### src/rtl/serial_pattern_detector_if.sv
// Bus bundle for serial_pattern_detector.
//   master : stream/control source (drives bit_in, bit_valid, load_pattern,
//            pattern_in, clear_count; observes detector results)
//   slave  : the detector itself (drives window, armed, match, match_count,
//            count_sat)
interface serial_pattern_detector_if #(
   parameter int WIDTH   = 6,
   parameter int COUNT_W = 8
);
   logic               bit_in;
   logic               bit_valid;
   logic               load_pattern;
   logic [WIDTH-1:0]   pattern_in;
   logic               clear_count;
   logic [WIDTH-1:0]   window;
   logic               armed;
   logic               match;
   logic [COUNT_W-1:0] match_count;
   logic               count_sat;

   modport master (
      output bit_in, bit_valid, load_pattern, pattern_in, clear_count,
      input  window, armed, match, match_count, count_sat
   );

   modport slave (
      input  bit_in, bit_valid, load_pattern, pattern_in, clear_count,
      output window, armed, match, match_count, count_sat
   );
endinterface

### src/rtl/serial_pattern_detector.sv
// Serial pattern detector: shifts bit_in into a WIDTH-bit window (MSB oldest)
// and compares it every sampled bit against a programmable pattern. A hit
// gives a one-cycle registered match pulse and bumps a saturating counter.
// Ports:
//   clk   - clock, all state on rising edge
//   reset - synchronous, active-high
//   bus   - serial_pattern_detector_if.slave:
//           in : bit_in, bit_valid, load_pattern, pattern_in, clear_count
//           out: window, armed, match, match_count, count_sat
module serial_pattern_detector #(
   parameter int               WIDTH       = 6,
   parameter int               COUNT_W     = 8,
   parameter bit               OVERLAP     = 1'b1,
   parameter logic [WIDTH-1:0] PATTERN_RST = '0
) (
   input  logic                      clk,
   input  logic                      reset,
   serial_pattern_detector_if.slave  bus
);
   localparam int                FILL_W = $clog2(WIDTH + 1);
   localparam logic [FILL_W-1:0] FULL   = FILL_W'(WIDTH);

   typedef enum logic {S_FILL, S_ARMED} state_t;

   state_t              state_q, state_d;
   logic [FILL_W-1:0]   fill_q, fill_d, fill_inc;
   logic [WIDTH-1:0]    window_q, window_d, next_window;
   logic [WIDTH-1:0]    pattern_q, pattern_d;
   logic [COUNT_W-1:0]  count_q, count_d;
   logic                match_q, hit;

   // State register (reset wins over everything, including a pending hit)
   always_ff @(posedge clk) begin
      if (reset) begin
         state_q   <= S_FILL;
         fill_q    <= '0;
         window_q  <= '0;
         pattern_q <= PATTERN_RST;
         count_q   <= '0;
         match_q   <= 1'b0;
      end else begin
         state_q   <= state_d;
         fill_q    <= fill_d;
         window_q  <= window_d;
         pattern_q <= pattern_d;
         count_q   <= count_d;
         match_q   <= hit;
      end
   end

   // Next-state logic
   always_comb begin
      state_d     = state_q;
      fill_d      = fill_q;
      window_d    = window_q;
      pattern_d   = pattern_q;
      count_d     = count_q;
      hit         = 1'b0;
      fill_inc    = (fill_q == FULL) ? FULL : fill_q + 1'b1;
      next_window = {window_q[WIDTH-2:0], bus.bit_in};

      if (bus.load_pattern) begin
         // restart detection against the new pattern; a concurrent bit is dropped
         pattern_d = bus.pattern_in;
         window_d  = '0;
         fill_d    = '0;
         state_d   = S_FILL;
      end else if (bus.bit_valid) begin
         window_d = next_window;
         hit      = (fill_inc == FULL) && (&(next_window ~^ pattern_q));
         // non-overlapping mode: the matched bits must be fully replaced first
         fill_d   = (hit && !OVERLAP) ? '0 : fill_inc;
         state_d  = (fill_d == FULL) ? S_ARMED : S_FILL;
      end

      // clear beats a concurrent increment; the match pulse is unaffected
      if (bus.clear_count)
         count_d = '0;
      else if (hit && (count_q != '1))
         count_d = count_q + 1'b1;
   end

   // Outputs
   always_comb begin
      bus.window      = window_q;
      bus.armed       = (state_q == S_ARMED);
      bus.match       = match_q;
      bus.match_count = count_q;
      bus.count_sat   = &count_q;
   end
endmodule

### src/flat_wrapper.sv
// flat-port wrapper written by rule: the top's interface ports become plain ports
module serial_pattern_detector_flat 
#(
   parameter int               WIDTH       = 6,
   parameter int               COUNT_W     = 8,
   parameter bit               OVERLAP     = 1'b1,
   parameter logic [WIDTH-1:0] PATTERN_RST = '0
)
  (clk, reset, bus_bit_in, bus_bit_valid, bus_load_pattern, bus_pattern_in, bus_clear_count, bus_window, bus_armed, bus_match, bus_match_count, bus_count_sat);
  serial_pattern_detector_if #(.WIDTH(WIDTH), .COUNT_W(COUNT_W)) bus_i ();
  input  logic clk;
  input  logic reset;
  input wire logic [$bits(bus_i.bit_in)-1:0] bus_bit_in;
  input wire logic [$bits(bus_i.bit_valid)-1:0] bus_bit_valid;
  input wire logic [$bits(bus_i.load_pattern)-1:0] bus_load_pattern;
  input wire logic [$bits(bus_i.pattern_in)-1:0] bus_pattern_in;
  input wire logic [$bits(bus_i.clear_count)-1:0] bus_clear_count;
  output wire logic [$bits(bus_i.window)-1:0] bus_window;
  output wire logic [$bits(bus_i.armed)-1:0] bus_armed;
  output wire logic [$bits(bus_i.match)-1:0] bus_match;
  output wire logic [$bits(bus_i.match_count)-1:0] bus_match_count;
  output wire logic [$bits(bus_i.count_sat)-1:0] bus_count_sat;
  assign bus_i.bit_in = bus_bit_in;
  assign bus_i.bit_valid = bus_bit_valid;
  assign bus_i.load_pattern = bus_load_pattern;
  assign bus_i.pattern_in = bus_pattern_in;
  assign bus_i.clear_count = bus_clear_count;
  assign bus_window = bus_i.window;
  assign bus_armed = bus_i.armed;
  assign bus_match = bus_i.match;
  assign bus_match_count = bus_i.match_count;
  assign bus_count_sat = bus_i.count_sat;
  serial_pattern_detector #(.WIDTH(WIDTH), .COUNT_W(COUNT_W), .OVERLAP(OVERLAP), .PATTERN_RST(PATTERN_RST)) u_core (.clk(clk), .reset(reset), .bus(bus_i));
endmodule
### config.mk
export PLATFORM = sky130hd
export DESIGN_NAME = serial_pattern_detector_flat
export DESIGN_NICKNAME = d
export VERILOG_FILES = /design/src/rtl/serial_pattern_detector_if.sv /design/src/rtl/serial_pattern_detector.sv /design/src/flat_wrapper.sv
export SDC_FILE = /design/constraint.sdc
export NUM_CORES = 1
export LEC_CHECK = 0
export ABC_AREA = 1
export CAP_MARGIN = 25
export CORE_UTILIZATION = 53
export DETAILED_ROUTE_END_ITERATION = 6
export HOLD_SLACK_MARGIN = 0.08
export PLACE_DENSITY = 0.84
export SLEW_MARGIN = 20
export SYNTH_ARGS = -nofsm -noshare
export SYNTH_HDL_FRONTEND = slang
export SYNTH_SLANG_ARGS = --single-unit
### constraint.sdc
create_clock -name clk -period 4.8 [get_ports clk]
set_input_delay 0.96 -clock clk [delete_from_list [all_inputs] [get_ports clk]]
set_output_delay 0.96 -clock clk [all_outputs]
set_load 0.02 [all_outputs]
# Word-level counts from Yosys, hierarchy flattened
# Index checks and enable logic that the tools add are counted.
[word_totals] word_cells=22 out_inout_bits=17 input_bits=12 ff_bits=25
[op_classes] n_addsub=2 mux=4 bitwise_logic=1 reduce_logical=6 eq_ne=3
[ops] op="8-bit by 1-bit adder with 8-bit output (second input constant)" count=1
[ops] op="8-bit != test (second input constant)" count=1
[ops] op="8-bit AND reduction" count=1
[ops] op="3-bit == test (second input constant)" count=2
[ops] op="6-bit AND reduction" count=1
[ops] op="6-bit XNOR" count=1
[ops] op="2-bit OR reduction" count=2
[ops] op="3-bit by 1-bit adder with 3-bit output (second input constant)" count=1
[ops] op="1-bit two-way mux" count=3
[ops] op="3-bit two-way mux" count=1
[ops] op="1-bit logical AND" count=2

# Longest topological paths before layout
# Gate-level depths: netlist of run 1.
[logic_depth] word_depth=7 ltp_mapped=11 ltp_nobuf=11

# Worst setup path before layout of run 1
# No wires, ideal clock.
[synth_path] path_type="register to output" startpoint="reg u_core.count_q[0], in the netlist u_core.bus.match_count[0]" endpoint="out bus_count_sat" path_stages_with_launch=6 arrival_ps=1313 required_time_ps=3840 n_path_buf=0 slack_ps=2527 path_cell_list="dfxtp_1 > ha_1 > nand2_1 > nor3_4 > nand3_2 > clkinv_2"
[synth_between] elab_chain_cells=1
[synth_lines] item="start: declaration" line_no="serial_pattern_detector.sv:29" rtl="logic [COUNT_W-1:0] count_q, count_d;"
[synth_lines] item="start signal: assignment" line_no="serial_pattern_detector.sv:46" rtl="count_q <= count_d;"
[synth_lines] item="8-bit AND reduction" line_no="serial_pattern_detector.sv:89" rtl="bus.count_sat = &count_q;"
[synth_lines] item="end: declaration" line_no="flat_wrapper.sv:22" rtl="output wire logic [$bits(bus_i.count_sat)-1:0] bus_count_sat;"
# No other way between the ends.

# Worst setup path in the final report of run 1
# Same ends and word-level chain as after synthesis.

==> results of run 1 <==
[path summary, 6_finish.rpt]
kind	from	endpoint	slack, ps	cells past startpoint
worst max register to register	u_core.fill_q[0]	u_core.bus.match_count[6]	3160	9
worst max-delay path	u_core.bus.match_count[0]	bus_count_sat	1620	6
worst min register to register	u_core.pattern_q[2]	u_core.pattern_q[2]	490	2
worst min-delay path	u_core.pattern_q[2]	u_core.pattern_q[2]	490	2
[sequential cells by signal, summed over array words and instances (netlist names)]
register                count
u_core.bus.match_count      8
u_core.bus.window           6
u_core.pattern_q            6
u_core.fill_q               3
u_core.bus.armed            1
u_core.bus.match            1
[worst register-to-register path, cell delays in order (launching register included)]
cell and delay, ps:
dfxtp_1 380, inv_2 60, ha_1 310, inv_1 70, nand2_2 90, nor2_8 180, nand3_4 100, nor2_4 160
nand3_2 70, and2_1 150
[final cells by class]
type / count / area (um2)
flip-flops and latches: 25 / 500
repair buffers: 28 / 280
multi-input cells: 119 / 658
fillers: 186 / 629
well taps: 28 / 35.0
clock inverters: 1 / 7.51
clock buffers: 3 / 22.5
inverters: 32 / 121
[cell families after synthesis]
| kind of cell | after synthesis |
|---|---|
| simple gates | 89 |
| buf+inv | 34 |
| flops | 25 |
| compound gates | 24 |
| xor+xnor | 3 |
| fa+ha+maj | 3 |
[where the power goes]
group	switching [W]	total (W)	internal, W
logic	0.0000281	0.0000500	0.0000220
registers	0.00000488	0.000218	0.000214
clock network	0.0000692	0.000101	0.0000319
total	0.000102	0.000370	0.000267
[per-layer routing]
| metal | global-route usage [%] | vias up | part of all wire [%] |
|---|---|---|---|
| met3 | 2.68 | 2 | 4.8 |
| met1 | 28.9 | 518 | 47 |
| met2 | 39.5 | 30 | 47 |
| met4 | 8.11 | 0 | 0.64 |
| met5 | 0 | - | 0 |
| li1 | - | 625 | - |
[through the flow]
stage               worst slack, ps  instances  total power (W)  utilization [%]
floorplan                      2530        178         0.000253                -
global placement               2080        232         0.000271             70.8
detailed placement             2020        232         0.000273             70.8
CTS                            1630        236         0.000371             72.1
global route                   1500        236         0.000383             72.1
finish                         1620        236         0.000370             72.1
[cell usage in the layout, fill, tap and decap left out, types with 3 or more instances in the layout]
cell,n
nor2_1,30
inv_1,24
a211oi_1,7
ha_1,3
clkinv_1,3
nand3_1,7
clkdlybuf4s50_1,28
nand2_1,32
o21ai_0,6
clkbuf_4,3
inv_2,4
a21oi_1,9
nand4_1,5
dfxtp_1,25
nand2_2,3
[cells in the mapped netlist (all sizes together)]
cell	instances
nand2	35
a21oi	9
nor2	35
inv	28
dfxtp	25
a211oi	7
ha	3
nor4	1
xor2	1
nand4	5
buf	2
and2	1
o21ai	8
clkinv	4
nand3	11
xnor2	2
nor3	1
==> flow_metrics.env, run 1 <==
export IMPL_worst_ep_arrival_time_ps=2220
export IMPL_routed_via_density=4.98
export IMPL_grt_start_max_net_pins=16
export IMPL_critical_path_max_fanout=6
export IMPL_tritoncts="built"
export IMPL_finalCriticalPeriod_ps=3180
export IMPL_clock_insertion_delay_worst_skew_ps=330
export IMPL_timing_max_slew_rel_slack_pct=61.7
export IMPL_timing_worst_setup_path_type="reg2out"
export IMPL_avgSynthCellArea_um2=7.25
export IMPL_totalNegativeSetupSlack_ps=0
export IMPL_place_area_um2=1600
export IMPL_worst_slew_pin_slew_ps=573
export IMPL_startpoint_type_of_the_worst_setup_path="flip-flop"
export IMPL_final_design_area_no_fill_um2=1630
export IMPL_grt_setup_unrepaired="false"
export IMPL_timing_critical_path_slowest_cell_delay_ps=600
export IMPL_wl_um=2650
export IMPL_number_of_buffers_created_by_cts=3
export IMPL_report_final_setup_viol=0
export IMPL_data_required_time_of_the_worst_path_ps=3840
export IMPL_port_buffers=28
export IMPL_floorplan_initialDensity_pct=57.2
export IMPL_die_h_um=51.3
export IMPL_crit_slowest_cell="clkdlybuf4s50_1"
export IMPL_wl_per_cell_um=11.2
export IMPL_drcViolationCount=0
export IMPL_drv_max_cap_violation_count=0
export IMPL_cts_reportedPaths_clkPinSlew_ps=160
export IMPL_globalRoute_totalOverflow=0
export IMPL_placeableCoreArea_um2=2250
export IMPL_ys_seq_elements=25
export IMPL_vdd_ir_drop_max_mv=0.158
export IMPL_dieWidth_um=51.3
export IMPL_cts_repair_resized=0
export IMPL_clkSinkCount=25
export IMPL_rd_place_congestion=0.844
export IMPL_maxClockFrequency_mhz=315
export IMPL_timing_max_transition_violations_final=0
export IMPL_clock_path_buffers=2
export IMPL_worstHoldPathType="reg2reg"
export IMPL_yosysSeqAreaShare_pct=38.8
export IMPL_post_cts_hold_buffer_count=0
export IMPL_gr_usage_all_layers_pct=22.8
export IMPL_std_cell_rows=17
export IMPL_synth_mux_area_share_pct=0
export IMPL_drt_first_pass_iters=4
export IMPL_h_tree_depth=1
export IMPL_synthesized_netlist_net_count=193
export IMPL_worst_path_dominant_cell_family="buffers and inverters"
export IMPL_leakage_nw=0.695
export IMPL_run_status="complete, no violations"
export IMPL_die_area_um2=2640
export IMPL_fin_worst_skew_ps=13.5
export IMPL_synthXorXnorAreaFrac_pct=2.04
export IMPL_synth_simple_gate_area_share_pct=35.4
export IMPL_critPathCaptureType="primary output"
export IMPL_ys_top_cells_by_area="dfxtp_1 39%, nand2_1 9.3%, nor2_1 8.7%, inv_1 7.0%, a211oi_1 4.1%"
export IMPL_number_of_distinct_library_cells_after_synthesis=26
export IMPL_synth_cell_area_um2=1290
export IMPL_cts_post_setup_buffers_inserted=0
export IMPL_dpl_hpwl_um=2040
export IMPL_grt_antenna_before_repair=0
export IMPL_grt_pass1_wl_um=4530
export IMPL_drt_initial_drc_count=24
export IMPL_synth_top_family_by_area="simple AND/OR/NAND/NOR gates"
export IMPL_report_final_hold_viol_count=0
export IMPL_detailroute_via_count=1175
export IMPL_vias_in_the_first_global_route=1134
export IMPL_synthDominantCellAreaShare_pct=38.8
export IMPL_synthAdderAreaFrac_pct=2.91
export IMPL_ant_diodes=0
export IMPL_cp_cell_sequence="ha_1 -> nand2_1 -> nor3_4 -> nand3_2 -> clkinv_2 -> clkdlybuf4s50_1"
export IMPL_final_layout_size_suffix_gt1_share_pct=10.6
export IMPL_synth_warning_count=0
export IMPL_synthCells=178
export IMPL_critical_path_n_buffers_inverters=2
export IMPL_timing_hold_ws_ps=487
export IMPL_final_net_count=224
export IMPL_postRouteAntennaNets=0
export IMPL_cellPowerDensity_nw_per_um2=227
export IMPL_synth_compound_area_share_pct=10.7
export IMPL_flow_area_growth_from_synthesis_pct=26.0
export IMPL_clock_root_buffer="clkbuf_4"
export IMPL_post_synth_top_area_cell="dfxtp_1"
export IMPL_top_level_ports=29
export IMPL_final_period_utilization_pct=66.2
No activity file was read; power rests on OpenSTA's default activity.
==> run 2: changes to the inputs <==
--- a/config.mk
+++ b/config.mk
@@ -7,10 +7,10 @@
 export LEC_CHECK = 0
 export ABC_AREA = 1
 export CAP_MARGIN = 25
-export CORE_UTILIZATION = 53
+export CORE_UTILIZATION = 49
 export DETAILED_ROUTE_END_ITERATION = 6
 export HOLD_SLACK_MARGIN = 0.08
-export PLACE_DENSITY = 0.84
+export PLACE_DENSITY = 0.78
 export SLEW_MARGIN = 20
 export SYNTH_ARGS = -nofsm -noshare
 export SYNTH_HDL_FRONTEND = slang
==> constraint.sdc (replaced) <==
create_clock -name clk -period 3 [get_ports clk]
set_input_delay 0.6 -clock clk [delete_from_list [all_inputs] [get_ports clk]]
set_output_delay 0.6 -clock clk [all_outputs]
set_load 0.02 [all_outputs]
==> run 2 against run 1 <==
  * Hold slack better by 1.6 ps
  * Combinational power up 61%
  * Clock power is 42% higher
  * Count of clock-buffer cells in the layout up 1
  * Register-to-register slack worse by 1800 ps
  * Critical endpoint unchanged
  * Largest cell class unchanged
  * Largest power group unchanged
  * Highest routed layer unchanged
==> flow_metrics.env, run 2 (same netlist as run 1, synthesis figures left out) <==
export IMPL_dieWidth_um=53.3
export IMPL_post_cts_hold_buffer_count=0
export IMPL_worst_ep_arrival_time_ps=2190
export IMPL_rd_place_congestion=0.761
export IMPL_startpoint_type_of_the_worst_setup_path="flip-flop"
export IMPL_cellPowerDensity_nw_per_um2=351
export IMPL_final_net_count=225
export IMPL_grt_start_max_net_pins=16
export IMPL_timing_max_transition_violations_final=0
export IMPL_clock_path_buffers=2
export IMPL_fin_worst_skew_ps=2.80
export IMPL_mostFrequentLayoutCells="32 x nand2_1, 30 x nor2_1, 28 x clkdlybuf4s50_1"
export IMPL_grt_antenna_before_repair=0
export IMPL_clkSinkCount=25
export IMPL_die_area_um2=2840
export IMPL_use_met1_pct=28.2
export IMPL_worst_slew_pin_slew_ps=440
export IMPL_inst_count_dp=235
export IMPL_drv_max_cap_violation_count=0
export IMPL_drt_first_pass_iters=4
export IMPL_vdd_ir_drop_max_mv=0.244
export IMPL_tritoncts="built"
export IMPL_cts_repair_resized=0
export IMPL_drt_initial_drc_count=21
export IMPL_cts_post_setup_buffers_inserted=0
export IMPL_placeableCoreArea_um2=2480
export IMPL_totalPowerFinal_w=0.000573
export IMPL_largest_reg_flops=8
export IMPL_routed_via_density=5.00
export IMPL_postRouteAntennaNets=0
export IMPL_cts_reportedPaths_clkPinSlew_ps=130
export IMPL_clock_root_buffer="clkbuf_4"
export IMPL_dpl_hpwl_um=1970
export IMPL_critPathCaptureType="primary output"
export IMPL_leakage_nw=0.701
export IMPL_port_buffers=28
export IMPL_finish_cell_count_without_fillers=239
export IMPL_globalRoute_totalOverflow=0
export IMPL_vias_in_the_first_global_route=1061
export IMPL_gr_usage_all_layers_pct=20.6
export IMPL_final_layout_size_suffix_gt1_share_pct=10.5
export IMPL_grt_use_met2_pct=33.5
export IMPL_critical_path_max_fanout=6
export IMPL_data_required_time_of_the_worst_path_ps=2400
export IMPL_detailroute_via_count=1195
export IMPL_timing_max_slew_rel_slack_pct=70.5
export IMPL_wl_um=2520
export IMPL_grt_pass1_wl_um=4380
export IMPL_ant_diodes=0
export IMPL_wl_per_cell_um=10.5
export IMPL_run_status="complete, no violations"
export IMPL_clock_insertion_delay_worst_skew_ps=300
export IMPL_report_final_setup_viol=0
export IMPL_timing_worst_setup_path_type="reg2out"
export IMPL_number_of_buffers_created_by_cts=3
export IMPL_h_tree_depth=1
export IMPL_std_cell_rows=18
export IMPL_report_final_hold_viol_count=0
export IMPL_grt_setup_unrepaired="false"
export IMPL_layout_commonest_cell="nand2_1"
export IMPL_maxClockFrequency_mhz=359
export IMPL_global_route_usage_met3_pct=2.59
export IMPL_die_h_um=53.3
export IMPL_floorplan_initialDensity_pct=52.1
export IMPL_finalCriticalPeriod_ps=2790
export IMPL_worstHoldPathType="reg2reg"
export IMPL_final_period_utilization_pct=92.9
export IMPL_totalNegativeSetupSlack_ps=0
export IMPL_globalRoute_busiestLayer="met2"
export IMPL_flow_area_growth_from_synthesis_pct=26.5
export IMPL_top_level_ports=29
export IMPL_drcViolationCount=0
run 2: cell type report:
type / instances / area, um2
clock buffer: 4 / 26.3
fill: 225 / 846
inverter: 32 / 121
multi-input combinational: 119 / 658
sequential: 25 / 500
tap: 30 / 37.5
timing repair buffer: 29 / 288
run 2: routing by layer:
| layer | part of all wire [%] | vias up |
|---|---|---|
| met2 | 46 | 19 |
| met3 | 2.9 | 2 |
| met1 | 50 | 549 |
| met4 | 0.79 | 0 |
| li1 | - | 625 |
| met5 | 0 | - |
run 2: metrics by stage:
step	instance area [um2]	util, %	setup WS (ps)	hold WS [ps]
finish	1630	65.9	212	489
global route	1630	65.9	52.5	514
CTS	1630	65.9	197	491
detailed placement	1610	64.8	565	471
global placement	1610	64.8	649	463
floorplan	1290	-	1090	447
run 2: critical path, stage by stage (launching register included):
cell             delay (ps)
dfxtp_1                 430
ha_1                    220
nand2_1                 120
nor3_4                  240
nand3_2                 180
clkinv_2                110
clkdlybuf4s50_1         600
run 2: where the power goes:
group | switching, W | total, W | internal, W
Combinational | 0.0000445 | 0.0000805 | 0.0000360
Clock | 0.0000912 | 0.000143 | 0.0000518
Sequential | 0.00000777 | 0.000349 | 0.000342
Total | 0.000143 | 0.000573 | 0.000429
run 2: worst paths after layout:
path              cells past startpoint  slack [ps]                        end                      start
setup / recovery                      6         210              bus_count_sat  u_core.bus.match_count[0]
setup reg to reg                      9        1350  u_core.bus.match_count[6]           u_core.fill_q[0]
hold reg to reg                       2         490        u_core.pattern_q[0]        u_core.pattern_q[0]
hold / removal                        2         490        u_core.pattern_q[0]        u_core.pattern_q[0]
